==> config.mk <==
export PLATFORM = sky130hd
export DESIGN_NAME = iq_burst_detector_flat
export DESIGN_NICKNAME = d
export VERILOG_FILES = /design/src/rtl/iq_burst_detector_if.sv /design/src/rtl/iq_burst_detector.sv /design/src/flat_wrapper.sv
export SDC_FILE = /design/constraint.sdc
export NUM_CORES = 1
export LEC_CHECK = 0
export CELL_PAD_IN_SITES_DETAIL_PLACEMENT = 1
export CELL_PAD_IN_SITES_GLOBAL_PLACEMENT = 1
export CORE_MARGIN = 3
export CORE_UTILIZATION = 44
export DETAILED_ROUTE_END_ITERATION = 8
export PLACE_DENSITY_LB_ADDON = 0.1
export SLEW_MARGIN = 30
export SYNTH_ARGS = -nofsm -noshare
export SYNTH_HDL_FRONTEND = slang
export SYNTH_SLANG_ARGS = --single-unit
==> constraint.sdc <==
create_clock -name clock -period 7.6 [get_ports clock]
set_input_delay 1.52 -clock clock [delete_from_list [all_inputs] [get_ports clock]]
set_output_delay 1.52 -clock clock [all_outputs]
set_load 0.01 [all_outputs]
==> src/rtl/iq_burst_detector_if.sv <==
// rtl/iq_burst_detector_if.sv - sample, threshold and detection signal bundle for iq_burst_detector
interface iq_burst_detector_if #(
  parameter int BIT_WIDTH = 16,
  parameter int IDX_WIDTH = 16
);
  logic                        strobe_in;
  logic                        clear;
  logic signed [BIT_WIDTH-1:0] i_in;
  logic signed [BIT_WIDTH-1:0] q_in;
  logic [BIT_WIDTH:0]          thresh_hi;
  logic [BIT_WIDTH:0]          thresh_lo;
  logic [BIT_WIDTH:0]          mag_out;
  logic                        mag_valid;
  logic [BIT_WIDTH:0]          avg_out;
  logic                        avg_valid;
  logic                        detect;
  logic                        done;
  logic [BIT_WIDTH:0]          peak_mag;
  logic [IDX_WIDTH-1:0]        peak_index;

  modport master (
    output strobe_in, clear, i_in, q_in, thresh_hi, thresh_lo,
    input  mag_out, mag_valid, avg_out, avg_valid, detect, done, peak_mag, peak_index
  );

  modport slave (
    input  strobe_in, clear, i_in, q_in, thresh_hi, thresh_lo,
    output mag_out, mag_valid, avg_out, avg_valid, detect, done, peak_mag, peak_index
  );
endinterface

==> src/rtl/iq_burst_detector.sv <==
// rtl/iq_burst_detector.sv - IQ magnitude, window average and hysteretic burst detect FSM
// Peak magnitude/index tracking is built only when IQ_BURST_PEAK_EN is defined.
module iq_burst_detector #(
  parameter int BIT_WIDTH = 16,
  parameter int WIN_LOG2  = 4,
  parameter int HOLDOFF   = 8,
  parameter int IDX_WIDTH = 16
) (
  input logic             clock,
  input logic             reset,
  iq_burst_detector_if.slave bus
);
  localparam int MW  = BIT_WIDTH + 1;
  localparam int AW  = MW + WIN_LOG2;
  localparam int HCW = (HOLDOFF > 1) ? $clog2(HOLDOFF) : 1;

  typedef enum logic [1:0] {S_IDLE, S_ACTIVE, S_HOLDOFF} state_t;

  logic [BIT_WIDTH-1:0] a_q, a_d, b_q, b_d, mx, mn;
  logic                 s1_valid_q, s1_valid_d;
  logic [MW-1:0]        mag_q, mag_d, avg_q, avg_d;
  logic                 mag_valid_q, mag_valid_d, avg_valid_q, avg_valid_d;
  logic [AW-1:0]        acc_q, acc_d, acc_sum;
  logic [WIN_LOG2-1:0]  wcount_q, wcount_d;
  state_t               state_q, state_d;
  logic [HCW-1:0]       hcount_q, hcount_d;
  logic                 done_q, done_d;
`ifdef IQ_BURST_PEAK_EN
  logic [IDX_WIDTH-1:0] idx_q, idx_d, peak_index_q, peak_index_d;
  logic [MW-1:0]        peak_mag_q, peak_mag_d;
`endif

  // The most negative code has no positive twin, so it saturates one below.
  function automatic logic [BIT_WIDTH-1:0] abs_sat(input logic signed [BIT_WIDTH-1:0] x);
    logic [BIT_WIDTH-1:0] ux;
    ux = x;
    if (ux == {1'b1, {(BIT_WIDTH-1){1'b0}}}) return {1'b0, {(BIT_WIDTH-1){1'b1}}};
    else if (ux[BIT_WIDTH-1])                return ~ux + 1'b1;
    else                                     return ux;
  endfunction

  always_comb begin
    a_d         = a_q;
    b_d         = b_q;
    s1_valid_d  = bus.strobe_in;
    mag_d       = mag_q;
    mag_valid_d = s1_valid_q;
    acc_d       = acc_q;
    wcount_d    = wcount_q;
    avg_d       = avg_q;
    avg_valid_d = 1'b0;
    state_d     = state_q;
    hcount_d    = hcount_q;
    done_d      = 1'b0;
    mx          = (a_q >= b_q) ? a_q : b_q;
    mn          = (a_q >= b_q) ? b_q : a_q;
    acc_sum     = acc_q + AW'(mag_q);
`ifdef IQ_BURST_PEAK_EN
    idx_d        = idx_q;
    peak_mag_d   = peak_mag_q;
    peak_index_d = peak_index_q;
`endif

    if (bus.strobe_in) begin
      a_d = abs_sat(bus.i_in);
      b_d = abs_sat(bus.q_in);
    end
    if (s1_valid_q)
      mag_d = {1'b0, mx} + MW'(mn >> 2) + MW'(mn >> 3);

    if (mag_valid_q) begin
      wcount_d = wcount_q + 1'b1;
      if (wcount_q == {WIN_LOG2{1'b1}}) begin
        avg_d       = MW'(acc_sum >> WIN_LOG2);
        avg_valid_d = 1'b1;
        acc_d       = '0;
      end else begin
        acc_d = acc_sum;
      end
    end

`ifdef IQ_BURST_PEAK_EN
    if (state_q == S_ACTIVE && mag_valid_q) begin
      if (mag_q > peak_mag_q) begin
        peak_mag_d   = mag_q;
        peak_index_d = idx_q;
      end
      if (idx_q != {IDX_WIDTH{1'b1}}) idx_d = idx_q + 1'b1;
    end
`endif

    if (avg_valid_q) begin
      case (state_q)
        S_IDLE: if (avg_q >= bus.thresh_hi) begin
          state_d = S_ACTIVE;
`ifdef IQ_BURST_PEAK_EN
          idx_d        = '0;
          peak_mag_d   = '0;
          peak_index_d = '0;
`endif
        end
        S_ACTIVE: if (avg_q < bus.thresh_lo) begin
          state_d  = S_HOLDOFF;
          done_d   = 1'b1;
          hcount_d = '0;
        end
        S_HOLDOFF: begin
          if (hcount_q == HCW'(HOLDOFF - 1)) state_d = S_IDLE;
          else                               hcount_d = hcount_q + 1'b1;
        end
        default: state_d = S_IDLE;
      endcase
    end

    // Flush wins over everything but leaves the last burst's peak visible.
    if (bus.clear) begin
      s1_valid_d  = 1'b0;
      mag_valid_d = 1'b0;
      avg_valid_d = 1'b0;
      acc_d       = '0;
      wcount_d    = '0;
      state_d     = S_IDLE;
      hcount_d    = '0;
      done_d      = 1'b0;
`ifdef IQ_BURST_PEAK_EN
      idx_d = '0;
`endif
    end
  end

  always_ff @(posedge clock or negedge reset) begin
    if (!reset) begin
      a_q         <= '0;
      b_q         <= '0;
      s1_valid_q  <= 1'b0;
      mag_q       <= '0;
      mag_valid_q <= 1'b0;
      acc_q       <= '0;
      wcount_q    <= '0;
      avg_q       <= '0;
      avg_valid_q <= 1'b0;
      state_q     <= S_IDLE;
      hcount_q    <= '0;
      done_q      <= 1'b0;
`ifdef IQ_BURST_PEAK_EN
      idx_q        <= '0;
      peak_mag_q   <= '0;
      peak_index_q <= '0;
`endif
    end else begin
      a_q         <= a_d;
      b_q         <= b_d;
      s1_valid_q  <= s1_valid_d;
      mag_q       <= mag_d;
      mag_valid_q <= mag_valid_d;
      acc_q       <= acc_d;
      wcount_q    <= wcount_d;
      avg_q       <= avg_d;
      avg_valid_q <= avg_valid_d;
      state_q     <= state_d;
      hcount_q    <= hcount_d;
      done_q      <= done_d;
`ifdef IQ_BURST_PEAK_EN
      idx_q        <= idx_d;
      peak_mag_q   <= peak_mag_d;
      peak_index_q <= peak_index_d;
`endif
    end
  end

  assign bus.mag_out   = mag_q;
  assign bus.mag_valid = mag_valid_q;
  assign bus.avg_out   = avg_q;
  assign bus.avg_valid = avg_valid_q;
  assign bus.detect    = (state_q == S_ACTIVE);
  assign bus.done      = done_q;
`ifdef IQ_BURST_PEAK_EN
  assign bus.peak_mag   = peak_mag_q;
  assign bus.peak_index = peak_index_q;
`else
  assign bus.peak_mag   = '0;
  assign bus.peak_index = {IDX_WIDTH{1'b0}};
`endif
endmodule

==> src/flat_wrapper.sv <==
// flat-port wrapper written by rule: the top's interface ports become plain ports
module iq_burst_detector_flat 
#(
  parameter int BIT_WIDTH = 16,
  parameter int WIN_LOG2  = 4,
  parameter int HOLDOFF   = 8,
  parameter int IDX_WIDTH = 16
)
  (clock, reset, bus_strobe_in, bus_clear, bus_i_in, bus_q_in, bus_thresh_hi, bus_thresh_lo, bus_mag_out, bus_mag_valid, bus_avg_out, bus_avg_valid, bus_detect, bus_done, bus_peak_mag, bus_peak_index);
  iq_burst_detector_if #(.BIT_WIDTH(BIT_WIDTH), .IDX_WIDTH(IDX_WIDTH)) bus_i ();
  input logic clock;
  input logic reset;
  input wire logic [$bits(bus_i.strobe_in)-1:0] bus_strobe_in;
  input wire logic [$bits(bus_i.clear)-1:0] bus_clear;
  input wire logic [$bits(bus_i.i_in)-1:0] bus_i_in;
  input wire logic [$bits(bus_i.q_in)-1:0] bus_q_in;
  input wire logic [$bits(bus_i.thresh_hi)-1:0] bus_thresh_hi;
  input wire logic [$bits(bus_i.thresh_lo)-1:0] bus_thresh_lo;
  output wire logic [$bits(bus_i.mag_out)-1:0] bus_mag_out;
  output wire logic [$bits(bus_i.mag_valid)-1:0] bus_mag_valid;
  output wire logic [$bits(bus_i.avg_out)-1:0] bus_avg_out;
  output wire logic [$bits(bus_i.avg_valid)-1:0] bus_avg_valid;
  output wire logic [$bits(bus_i.detect)-1:0] bus_detect;
  output wire logic [$bits(bus_i.done)-1:0] bus_done;
  output wire logic [$bits(bus_i.peak_mag)-1:0] bus_peak_mag;
  output wire logic [$bits(bus_i.peak_index)-1:0] bus_peak_index;
  assign bus_i.strobe_in = bus_strobe_in;
  assign bus_i.clear = bus_clear;
  assign bus_i.i_in = bus_i_in;
  assign bus_i.q_in = bus_q_in;
  assign bus_i.thresh_hi = bus_thresh_hi;
  assign bus_i.thresh_lo = bus_thresh_lo;
  assign bus_mag_out = bus_i.mag_out;
  assign bus_mag_valid = bus_i.mag_valid;
  assign bus_avg_out = bus_i.avg_out;
  assign bus_avg_valid = bus_i.avg_valid;
  assign bus_detect = bus_i.detect;
  assign bus_done = bus_i.done;
  assign bus_peak_mag = bus_i.peak_mag;
  assign bus_peak_index = bus_i.peak_index;
  iq_burst_detector #(.BIT_WIDTH(BIT_WIDTH), .WIN_LOG2(WIN_LOG2), .HOLDOFF(HOLDOFF), .IDX_WIDTH(IDX_WIDTH)) u_core (.clock(clock), .reset(reset), .bus(bus_i));
endmodule
**Yosys cells after proc, flatten, opt, wreduce, memory -nomap -nowiden**

Cells that the tools add are included.

- Flip-flop bits (word level): 100
- Input bits: 70
- Output and inout bits: 71
- Word-level logic and storage cells: 72

- $add $sub $neg: 7
- Magnitude comparators: 3
- Equality and inequality tests: 10
- Multiplexer cells: 31
- Bitwise gates (word level): 2
- Reduce and logical (&&, ||, !) cells: 7

Operators with widths:

| cell | number |
|---|---|
| 16-bit two-way mux | 6 |
| 21-bit two-way mux | 3 |
| 16-bit by 1-bit adder with 16-bit output (second input constant) | 2 |
| 16-bit equality test (second input constant) | 2 |
| 16-bit inverter | 2 |
| 21-bit by 17-bit adder with 21-bit output | 1 |
| 16-bit by 14-bit adder with 17-bit output | 1 |
| 17-bit by 13-bit adder with 17-bit output | 1 |
| 17-bit >= comparator | 1 |
| 17-bit < comparator | 1 |
| 16-bit >= comparator | 1 |
| 3-bit two-way mux | 4 |
| 2-bit two-way mux | 5 |
| 1-bit two-way mux | 9 |
| 3-bit by 2-bit inequality test with 1-bit output (second input constant) | 3 |
| 4-bit two-way mux | 2 |
| 4-bit AND reduction | 2 |
| 2-bit case mux with 3 select lines | 1 |
| 3-bit case mux with 2 select lines | 1 |
| 4-bit by 1-bit adder with 4-bit output (second input constant) | 1 |
| 4-bit equality test (second input constant) | 1 |
| 2-bit nonzero test | 2 |
| 3-bit by 1-bit adder with 3-bit output (second input constant) | 1 |
| 3-bit equality test (second input constant) | 1 |
| 6 further kinds | 6 |

**Logic depth before layout (Yosys ltp)**

Gate-level depths: netlist (run 1).

- Depth in word-level cells: 5
- Depth in mapped cells: 26
- Mapped depth without buffers: 23

**Worst setup path before layout (run 1)**

OpenSTA, ideal clock, no wires.

- Path type: reg2reg
- Start point: register u_core.b_q[4]
- End point: register u_core.mag_q[13] (netlist: u_core.bus.mag_out[13])
- Setup time: 125 ps
- Arrival: 5056 ps
- Data required time: 7475 ps
- Setup slack: 2419 ps
- Cell stages (with the launch flop): 25
- Path buffers: 2
- Clock period less this slack: 5181 ps
- Cell sequence: dfrtp_1 -> clkbuf_1 -> inv_1 -> ha_1 -> a21oi_1 -> nor2b_1 -> o21ai_0 -> o211ai_1 -> a211oi_1 -> o21ai_1 -> clkbuf_1 -> mux2_2 -> ha_1 -> a311o_1 -> ha_1 -> fa_1 -> a21o_1 -> a21oi_1 -> o21bai_1 -> a21o_1 -> a21o_1 -> a2111oi_2 -> nor3_1 -> xor2_1 -> mux2_2

- Cells in the longest elaborated chain, start to end: 4
- Elaborated cells on any way between the ends: 5
- Those cells by class: add/sub (2); order compare (1); mux (2)

RTL lines:

| element | line | source |
|---|---|---|
| from (decl) | iq_burst_detector.sv:19 | `logic [BIT_WIDTH-1:0] a_q, a_d, b_q, b_d, mx, mn;` |
| from (signal assigned) | iq_burst_detector.sv:134 | `b_q <= '0;` |
| from (signal assigned) | iq_burst_detector.sv:152 | `b_q <= b_d;` |
| 16-bit >= comparator | iq_burst_detector.sv:55, iq_burst_detector.sv:56 |  |
| 16-bit two-way mux, on equally long branches | iq_burst_detector.sv:55, iq_burst_detector.sv:56 |  |
| 16-bit by 14-bit adder with 17-bit output | iq_burst_detector.sv:69 | `mag_d = {1'b0, mx} + MW'(mn >> 2) + MW'(mn >> 3);` |
| 17-bit by 13-bit adder with 17-bit output (*) | iq_burst_detector.sv:69 |  |
| to (signal assigned) | iq_burst_detector.sv:154 | `mag_q <= mag_d;` |
| to (decl) | iq_burst_detector.sv:21 | `logic [MW-1:0] mag_q, mag_d, avg_q, avg_d;` |

Every way passes the cells marked *; elsewhere a longest branch is shown, timed or not.
A chain may end at the register's enable or synchronous reset.

**Worst setup path after layout (run 1)**

Ends and elaborated chain as after synthesis.

==> results of run 1 <==
==> power groups by stage <==
stage	Sequential (mW)	Combinational, mW	Clock [mW]
finish	0.696	1.31	0.479
global route	0.710	1.49	0.515
detailed placement	0.707	1.31	0
floorplan	0.684	0.956	0
global placement	0.704	1.28	0
CTS	0.698	1.33	0.494
==> state kept, by name, indices dropped and copies added (netlist names) <==
| name | cells |
|---|---|
| u_core.bus.done | 1 |
| u_core.acc_q | 21 |
| u_core.a_q | 16 |
| u_core.hcount_q | 3 |
| u_core.b_q | 16 |
| u_core.state_q | 2 |
| u_core.bus.avg_valid | 1 |
| u_core.bus.avg_out | 17 |
| u_core.bus.mag_out | 17 |
| u_core.s1_valid_q | 1 |
| u_core.wcount_q | 4 |
| u_core.bus.mag_valid | 1 |
==> through the flow <==
step                      setup WS (ps)  instances  hold slack, ps
final                              1790       1223             502
after global placement             1980       1207             479
after global routing               1360       1223             530
after detailed placement           1850       1207             492
after floorplan                    2420        940             470
after CTS                          1760       1223             502
==> worst register-to-register path: cells and delay by family (launching register included) <==
kind | cells | cell delay (ps)
buffers and inverters | 2 | 520
XOR/XNOR | 1 | 150
AND/OR/NAND/NOR | 2 | 240
multiplexers | 1 | 260
adder cells (fa/ha/maj) | 3 | 970
AO/OA/AOI/OAI | 13 | 3080
flip-flops | 1 | 470
==> layer usage <==
metal | vias up | wire, um
li1 | 3263 | -
met1 | 3102 | 8940
met2 | 106 | 9570
met3 | 18 | 666
met4 | 0 | 415
met5 | - | 0
==> cell type report <==
| cell class | count | area [um2] |
|---|---|---|
| fillers | 2129 | 8470 |
| well taps | 229 | 287 |
| clock inverters | 6 | 70.1 |
| flip-flops and latches | 100 | 2500 |
| multi-input cells | 689 | 5060 |
| clock buffers | 10 | 239 |
| inverters | 77 | 289 |
| repair buffers | 112 | 1110 |
==> placed cells by master (no fill, tap or decap), types with 8 or more instances in the layout <==
| master | n |
|---|---|
| xor2_1 | 40 |
| nand2_1 | 65 |
| mux2i_1 | 12 |
| nor2b_1 | 15 |
| o21ai_1 | 17 |
| mux2_2 | 29 |
| clkdlybuf4s50_1 | 106 |
| inv_1 | 77 |
| o21ai_0 | 40 |
| nor2_1 | 71 |
| ha_1 | 94 |
| a21oi_1 | 65 |
| a22o_1 | 17 |
| a311o_1 | 9 |
| conb_1 | 33 |
| a21o_1 | 22 |
| nand3_1 | 8 |
| clkbuf_16 | 9 |
| nand4_1 | 9 |
| dfrtp_1 | 100 |
| nor3_1 | 13 |
| xnor2_1 | 34 |
==> kinds of logic (layout without fill, tap and decap cells) <==
logic type               after synthesis  in the layout  synth area share
adder cells (fa/ha/maj)              101            101             0.162
flip-flops                           100            100             0.309
AO/OA/AOI/OAI                        222            222             0.180
AND/OR/NAND/NOR                      215            215             0.124
buffers and inverters                151            205            0.0853
XOR/XNOR                              74             74            0.0799
multiplexers                          44             44            0.0592
other                                  1             33          0.000462
==> synth_stat cells, types with 7 or more instances <==
master	n
xnor2_1	34
fa_1	7
nor2_1	72
mux2_2	29
clkbuf_1	32
a22o_1	17
nand2_1	65
o21bai_1	7
dfrtp_1	100
xor2_1	40
nor3_1	13
nand3_1	8
nand2b_1	7
nand4_1	9
mux2i_1	12
buf_1	8
a311o_1	9
o31ai_1	7
a21o_1	22
o21ai_1	18
a21oi_1	65
ha_1	94
inv_1	77
buf_4	33
nor2b_1	15
o21ai_0	40
==> final timing paths <==
| path | from | endpoint | slack, ps | cells after the start |
|---|---|---|---|---|
| setup / recovery | u_core.b_q[4] | u_core.bus.mag_out[13] | 1790 | 22 |
| hold / removal | u_core.acc_q[20] | u_core.acc_q[20] | 500 | 1 |
| setup reg to reg | u_core.b_q[4] | u_core.bus.mag_out[13] | 1790 | 22 |
| hold reg to reg | u_core.acc_q[20] | u_core.acc_q[20] | 500 | 1 |
| max in group asynchronous | reset | u_core.b_q[4] | 5310 | 2 |
| min in group asynchronous | reset | u_core.bus.avg_out[0] | 1110 | 1 |
==> impl_metrics.tcl, run 1 <==
set metrics [dict create \
    grt_max_degree 63 \
    cts_tree "yes" \
    max-vdd-ir-drop_uv 151 \
    cts_buffers 9 \
    antenna_found_initial 0 \
    use_met1 0.259 \
    crit_family "compound AO/OA/AOI/OAI gates" \
    synth_area_um2 8110 \
    initial_core_util 0.450 \
    crit_required_ps 7840 \
    drcViolationCount 0 \
    vias_per_cell 5.31 \
    p_int_mw 1.49 \
    path_class "reg2reg" \
    netlist.area_leader.share 0.309 \
    grt_usage 0.201 \
    setup_violations 0 \
    die_x_um 142 \
    finalCriticalPeriod_ps 5810 \
    met3_usage 0.0239 \
    cpPeakStageDelay_ps 740 \
    post-route-period-util 0.764 \
    yosysUniqueCellTypes 60 \
    die_h_um 142 \
    p_total_mw 2.48 \
    htree_levels 3 \
    io_pins 141 \
    cpMostUsedCell "a21o_1" \
    drive_gt1_frac 0.0664 \
    final_antenna_net_count 0 \
    setup_tns_ps 0 \
    gr-max-usage-layer "met2" \
    critPathBufInv 2 \
    wirelength_mm 19.6 \
    cts_resized 0 \
    p_clk_frac 0.193 \
    antenna_cells 0 \
    p_sw_mw 0.989 \
    port_buffers 107 \
    hold_class "reg2reg" \
    die_area_um2 20100 \
    fin_util 0.530 \
    grt_pass1_wl_mm 33.2 \
    run_status "completed" \
    place.detailed.hpwl_mm 15.5 \
    yosysSeqAreaShare 0.309 \
    leakage_nw 4.59 \
    grt_pass1_vias 6741 \
    synth_edf_count 0 \
    path_max_fanout 38 \
    arrival_ps 6050 \
    rows 49 \
    insertion_delay_ps 360 \
    synthTopCellsByArea "dfrtp_1 31%, ha_1 15%, xor2_1 4.3%" \
    synth_area_leader_cell "dfrtp_1" \
    cpMaxStageDelayCell "o21ai_4" \
    cts.reportedPaths.clkPinSlew_ps 70 \
    p_sw_frac 0.398 \
    cap_violations 0 \
    clk_path_buf_depth 2 \
    grt_overflow 0 \
    ctsHoldBuffers 0 \
    area_growth_pct 17.8 \
    combPwrFrac 0.527 \
    grtUsageMet2 0.350 \
    worstMarginPinSlew_ps 899 \
    routabilityCongestion 0.809 \
    syn_inst 908 \
    cellPowerDensity_nw_per_um2 260 \
    layout.nets 1160 \
    dr.first_iter.drc_count 215 \
    clock-sinks 100 \
    syn_avg_cell_area_um2 8.93 \
    seqPwrFrac 0.280 \
    synthFlopType "dfrtp_1" \
    fp.coreArea_um2 18000 \
    ys_seq_elements 100 \
    root_buffer "clkbuf_16" \
    hold_viol_final 0 \
    fin_area_um2 9550 \
    first_pass_iters 4 \
    rsz0062_at_grt "false" \
    skew_ps 10.3 \
    end_kind "flip-flop" \
    critPathLaunchType "flip-flop" \
    crit_chain "inv_1 -> ha_1 -> a21oi_1 -> nor2b_1 -> o21ai_0 -> o211ai_1 -> a211oi_1 -> o21ai_4 -> buf_4 -> o21ai_0 -> ha_1 -> a311o_1 -> fa_1 -> a21o_1 -> a21oi_1 -> o21bai_1 -> a21o_1 -> a21o_1 -> a2111oi_2 -> nor3_1 -> xor2_1 -> mux2_2" \
    maxSlewViolCount 0 \
    post_dp_cell_area_um2 9240 \
    wl_per_cell_um 16.0 \
    cts_setup_buffers 0 \
    max_freq_mhz 172 \
    slew_headroom 0.398 \
    synthArstFlopShare 1.00 \
    ys_warn_count 0 \
    vias 6489 \
]
Power figures use the tool's default switching activity.
==> inputs of run 2 (changes only) <==
CORE_UTILIZATION = 37   (was 44)
clock period = 5 ns   (was 7.6 ns; I/O delays follow)
==> run 2 against run 1 <==
Clock power up 75%. Fmax up 23%. Global-route usage down 3.3 points. First-iteration DRC count down 16%. Count of clock-buffer cells in the layout unchanged. Via count up 0.96%. Worst setup slack worse by 1500 ps. Critical endpoint unchanged. Largest cell class unchanged. Largest power group unchanged.
==> impl_metrics.tcl, run 2 (same netlist as run 1, synthesis figures left out) <==
set metrics [dict create \
    run_status "completed" \
    nFillCells 2459 \
    place.detailed.hpwl_mm 16.0 \
    worstMarginPinSlew_ps 751 \
    first_pass_iters 4 \
    largest_reg_flops 21 \
    final_common_cell "clkdlybuf4s50_1" \
    maxSlewViolCount 0 \
    cellPowerDensity_nw_per_um2 407 \
    dp_cells 1277 \
    cpMostUsedCell "a21o_1" \
    p_int_mw 2.48 \
    dr.first_iter.drc_count 181 \
    root_buffer "clkbuf_16" \
    cpMaxStageDelayCell "fa_2" \
    area_growth_pct 22.3 \
    clock-sinks 100 \
    routabilityCongestion 0.802 \
    wirelength_mm 20.0 \
    antenna_found_initial 0 \
    grt_usage 0.168 \
    insertion_delay_ps 350 \
    combPwrFrac 0.537 \
    layout.nets 1187 \
    fin_ws_ps 268 \
    end_kind "flip-flop" \
    p_clk_frac 0.207 \
    slew_headroom 0.499 \
    arrival_ps 4970 \
    rsz0062_at_grt "false" \
    layout.cells.non_filler 1296 \
    finalCriticalPeriod_ps 4730 \
    drive_gt1_frac 0.0979 \
    preCtsSetupSlack_ps -100 \
    leakage_nw 4.75 \
    grt_max_degree 73 \
    grt_overflow 0 \
    hold_class "reg2reg" \
    post-route-period-util 0.946 \
    p_sw_frac 0.385 \
    initial_core_util 0.381 \
    die_x_um 154 \
    cpPeakStageDelay_ps 400 \
    die_area_um2 23700 \
    crit_family "compound AO/OA/AOI/OAI gates" \
    post_dp_cell_area_um2 9480 \
    drcViolationCount 0 \
    crit_chain "inv_1 -> ha_1 -> nand2b_1 -> a21o_1 -> a21oi_1 -> o211ai_1 -> a211oi_2 -> o21ai_4 -> mux2_2 -> ha_1 -> a311o_1 -> ha_2 -> fa_2 -> a21o_1 -> a21oi_2 -> o21bai_1 -> a21o_1 -> a21o_1 -> a2111oi_4 -> nor3_2 -> xor2_1 -> mux2_2" \
    htree_levels 3 \
    cts_tree "yes" \
    hold_viol_final 0 \
    setup_violations 0 \
    critPathLaunchType "flip-flop" \
    critPathBufInv 1 \
    path_max_fanout 3 \
    vias 6551 \
    cts.reportedPaths.clkPinSlew_ps 70 \
    cap_violations 0 \
    regMostFlops "u_core.acc_q" \
    io_pins 141 \
    final_cell_mix "106 x clkdlybuf4s50_1, 100 x dfrtp_1, 92 x ha_1" \
    seqPwrFrac 0.256 \
    grt_pass1_wl_mm 33.2 \
    max-vdd-ir-drop_uv 177 \
    rows 53 \
    skew_ps 14.7 \
    antenna_cells 0 \
    wl_per_cell_um 15.5 \
    p_sw_mw 1.55 \
    vias_per_cell 5.05 \
    die_h_um 154 \
    crit_required_ps 5240 \
    final_antenna_net_count 0 \
    grt_pass1_vias 6692 \
    clk_path_buf_depth 2 \
    fp.coreArea_um2 21300 \
    max_freq_mhz 211 \
    port_buffers 107 \
    path_class "reg2reg" \
    fin_area_um2 9920 \
    cts_buffers 9 \
]
## run 2: cell types whose count changed in the layout (fill, tap and decap cells not counted), moves of 2 or more
cell / delta
bufinv_16: +2
buf_6: +2
ha_1: -2
buf_4: +25
## run 2: power groups by stage
stage	registers [mW]	clock network, mW	logic, mW
finish	1.03	0.837	2.17
global placement	1.05	0	2.04
floorplan	1.04	0	1.46
CTS	1.04	0.863	2.12
global route	1.05	0.898	2.45
detailed placement	1.05	0	2.07
## run 2: repair_timing
action                     CTS  global route
hold buffers                 0             0
setup endpoints to repair    2             4
buffers inserted             0             3
gates resized for setup      3             6
pin swaps                    1             8
## run 2: final cells by class
type	instances	area [um2]	area share
repair buffers	139	1320	0.133
multi-input cells	689	5110	0.515
flip-flops and latches	100	2500	0.252
clock inverters	6	118	0.0119
inverters	77	289	0.0291
well taps	275	344	0.0347
clock buffers	10	239	0.0241
## run 2: per-stage QoR
stage                     utilization  TNS, ps  power [mW]  hold WS [ps]
final                           0.466        0        4.04           492
after global routing            0.466        0        4.40           519
after CTS                       0.463        0        4.02           499
after detailed placement        0.445     -100        3.12           488
after global placement          0.445    -28.9        3.09           480
after floorplan                     -        0        2.50           470
## run 2: worst paths after layout
check	start	end	slack (ps)	cells past startpoint
max reg2reg	u_core.a_q[0]	u_core.bus.mag_out[13]	270	22
max	u_core.a_q[0]	u_core.bus.mag_out[13]	270	22
min in group asynchronous	reset	u_core.bus.avg_out[0]	660	1
min reg2reg	u_core.acc_q[20]	u_core.acc_q[20]	490	1
min	u_core.acc_q[20]	u_core.acc_q[20]	490	1
max in group asynchronous	reset	u_core.wcount_q[1]	3510	2
## run 2: worst reg2reg max path: cells and delay by family, from the launching register on
| family | cells | cell delay [ps] |
|---|---|---|
| compound gates | 12 | 2210 |
| xor+xnor | 1 | 150 |
| fa+ha+maj | 4 | 1050 |
| buf+inv | 1 | 50 |
| flops | 1 | 370 |
| mux | 2 | 550 |
| simple gates | 2 | 230 |
## run 2: metal layers
metal,vias up,track usage,share of wire
met5,-,0,0
met4,0,0.0442,0.017
met3,19,0.0276,0.034
met2,110,0.286,0.47
met1,3109,0.222,0.48
li1,3313,-,-
==> inputs of run 3 (changes only) <==
--- a/config.mk
+++ b/config.mk
@@ -13,2 +13,3 @@
 export PLACE_DENSITY_LB_ADDON = 0.1
+export SKIP_CTS_REPAIR_TIMING = 1
 export SLEW_MARGIN = 30
--- a/constraint.sdc
+++ b/constraint.sdc
@@ -3,2 +3,2 @@
 set_output_delay 1 -clock clock [all_outputs]
-set_load 0.01 [all_outputs]
+set_load 0.02 [all_outputs]
==> run 3 against run 2 <==
Combinational power up 3%. First-iteration DRC count down 8.3%. Fmax down 1.5%. Final cell count unchanged. Non-clock buffer count unchanged. Largest cell class unchanged.
==> impl_metrics.tcl, run 3 (same netlist as run 1, synthesis figures left out) <==
set metrics [dict create \
    p_sw_frac 0.395 \
    regToRegSetupSlack_ps 190 \
    area_growth_pct 22.3 \
    r2r-end "u_core.bus.mag_out[13]" \
    p_clk_frac 0.205 \
    fin_ws_ps 195 \
    fp.coreArea_um2 21300 \
    regMostFlops "u_core.acc_q" \
    worstMarginPinSlew_ps 755 \
    cts.reportedPaths.clkPinSlew_ps 70 \
    finalCriticalPeriod_ps 4810 \
    regArea_um2 2500 \
    seqPwrFrac 0.251 \
    rows 53 \
    cpPeakStageDelay_ps 400 \
    root_buffer "clkbuf_16" \
    r2r_cells 22 \
    grt_pass1_vias 6686 \
    vias 6564 \
    r2r-start "u_core.a_q[0]" \
    preCtsSetupSlack_ps -100 \
    die_area_um2 23700 \
    fin_util 0.466 \
    run_status "completed" \
    path_max_fanout 3 \
    setup_violations 0 \
    port_buffers 107 \
    end_kind "flip-flop" \
    multi_input_area_um2 5110 \
    layout.nets 1187 \
    layout.cells.non_filler 1296 \
    p_total_mw 4.11 \
    htree_levels 3 \
    insertion_delay_ps 360 \
    leakage_nw 4.75 \
    holdPathEnd "u_core.acc_q[20]" \
    gr-max-usage-layer "met2" \
    path_class "reg2reg" \
    grtUsageMet2 0.286 \
    vias_per_cell 5.06 \
    cpMostUsedCell "a21o_1" \
    crit_required_ps 5240 \
    combPwrFrac 0.544 \
    place.detailed.hpwl_mm 16.0 \
    routabilityCongestion 0.802 \
    io_pins 141 \
    antenna_cells 0 \
    dp_cells 1277 \
    maxSlewViolCount 0 \
    grt_pass1_wl_mm 33.1 \
    arrival_ps 5040 \
    cts_buffers 9 \
    wl_per_cell_um 15.5 \
    hold_depth 1 \
    final_cell_mix "106 x clkdlybuf4s50_1, 100 x dfrtp_1, 92 x ha_1" \
    critPathBufInv 1 \
    initial_core_util 0.381 \
    met3_usage 0.0276 \
    slew_headroom 0.497 \
    antenna_found_initial 0 \
    dr.first_iter.drc_count 166 \
    hold_class "reg2reg" \
    skew_ps 14.8 \
    p_sw_mw 1.62 \
    wirelength_mm 20.1 \
    grt_usage 0.168 \
    hold_viol_final 0 \
    use_met1 0.221 \
    critPathLaunchType "flip-flop" \
    hold_start "u_core.acc_q[20]" \
    final_common_cell "clkdlybuf4s50_1" \
    cap_violations 0 \
    max_freq_mhz 208 \
    final_antenna_net_count 0 \
    grt_overflow 0 \
    post-route-period-util 0.961 \
    first_pass_iters 4 \
    largest_reg_flops 21 \
    cpMaxStageDelayCell "fa_2" \
    die_h_um 154 \
    max-vdd-ir-drop_uv 193 \
    nFillCells 2454 \
    cellPowerDensity_nw_per_um2 414 \
    p_int_mw 2.48 \
    drive_gt1_frac 0.0979 \
    grt_max_degree 73 \
    die_x_um 154 \
    clk_path_buf_depth 2 \
    cts_tree "yes" \
    crit_family "compound AO/OA/AOI/OAI gates" \
    drcViolationCount 0 \
    clock-sinks 100 \
    crit_chain "inv_1 -> ha_1 -> nand2b_1 -> a21o_1 -> a21oi_1 -> o211ai_1 -> a211oi_2 -> o21ai_4 -> mux2_2 -> ha_1 -> a311o_1 -> ha_2 -> fa_2 -> a21o_1 -> a21oi_2 -> o21bai_1 -> a21o_1 -> a21o_1 -> a2111oi_4 -> nor3_2 -> xor2_1 -> mux2_2" \
]
-- run 3: cell counts in the layout (fill, tap and decap cells not counted) --
Identical to the previous run, type by type.
-- run 3: area by class of cell --
class	instances	share of cell area
clock buffer	10	0.0241
multi-input combinational	689	0.515
tap	275	0.0347
clock inverter	6	0.0119
inverter	77	0.0291
timing repair buffer	139	0.133
sequential	100	0.252
-- run 3: stage by stage --
stage	hold WS (ps)	cell area (um2)	setup TNS (ps)
after global routing	519	9920	-30.6
after global placement	480	9480	-28.9
final	492	9920	0
after detailed placement	488	9480	-100
after floorplan	470	8240	0
after CTS	499	9840	-161
-- run 3: power groups by stage --
stage / clock, mW / combinational [mW] / sequential (mW)
final: 0.840 / 2.23 / 1.03
after global routing: 0.898 / 2.52 / 1.05
after CTS: 0.863 / 2.15 / 1.04
after detailed placement: 0 / 2.13 / 1.05
after global placement: 0 / 2.11 / 1.05
after floorplan: 0 / 1.47 / 1.09
-- run 3: how the worst max path moves through the flow --
stage                        from                endpoint  slack [ps]  depth (start not counted)
floorplan           u_core.b_q[9]  u_core.bus.mag_out[13]          10                         25
global placement    u_core.a_q[0]  u_core.bus.mag_out[13]         -30                         22
detailed placement  u_core.a_q[0]  u_core.bus.mag_out[13]        -100                         22
CTS                 u_core.a_q[0]  u_core.bus.mag_out[13]        -130                         22
global route        u_core.a_q[0]  u_core.bus.mag_out[13]         -30                         22
finish              u_core.a_q[0]  u_core.bus.mag_out[13]         190                         22
-- run 3: per-layer routing --
metal	wire [um]	vias up
met5	0	-
met4	349	0
met3	655	20
met2	9550	108
met1	9550	3119
li1	-	3317
-- run 3: worst register-to-register path: stages (launching register included) --
cell	delay, ps
dfrtp_1	380
inv_1	50
ha_1	260
nand2b_1	140
a21o_1	180
a21oi_1	140
o211ai_1	130
a211oi_2	320
o21ai_4	110
mux2_2	290
ha_1	190
a311o_1	280
ha_2	200
fa_2	400
a21o_1	180
a21oi_2	130
o21bai_1	80
a21o_1	200
a21o_1	210
a2111oi_4	350
nor3_2	70
xor2_1	140
mux2_2	260
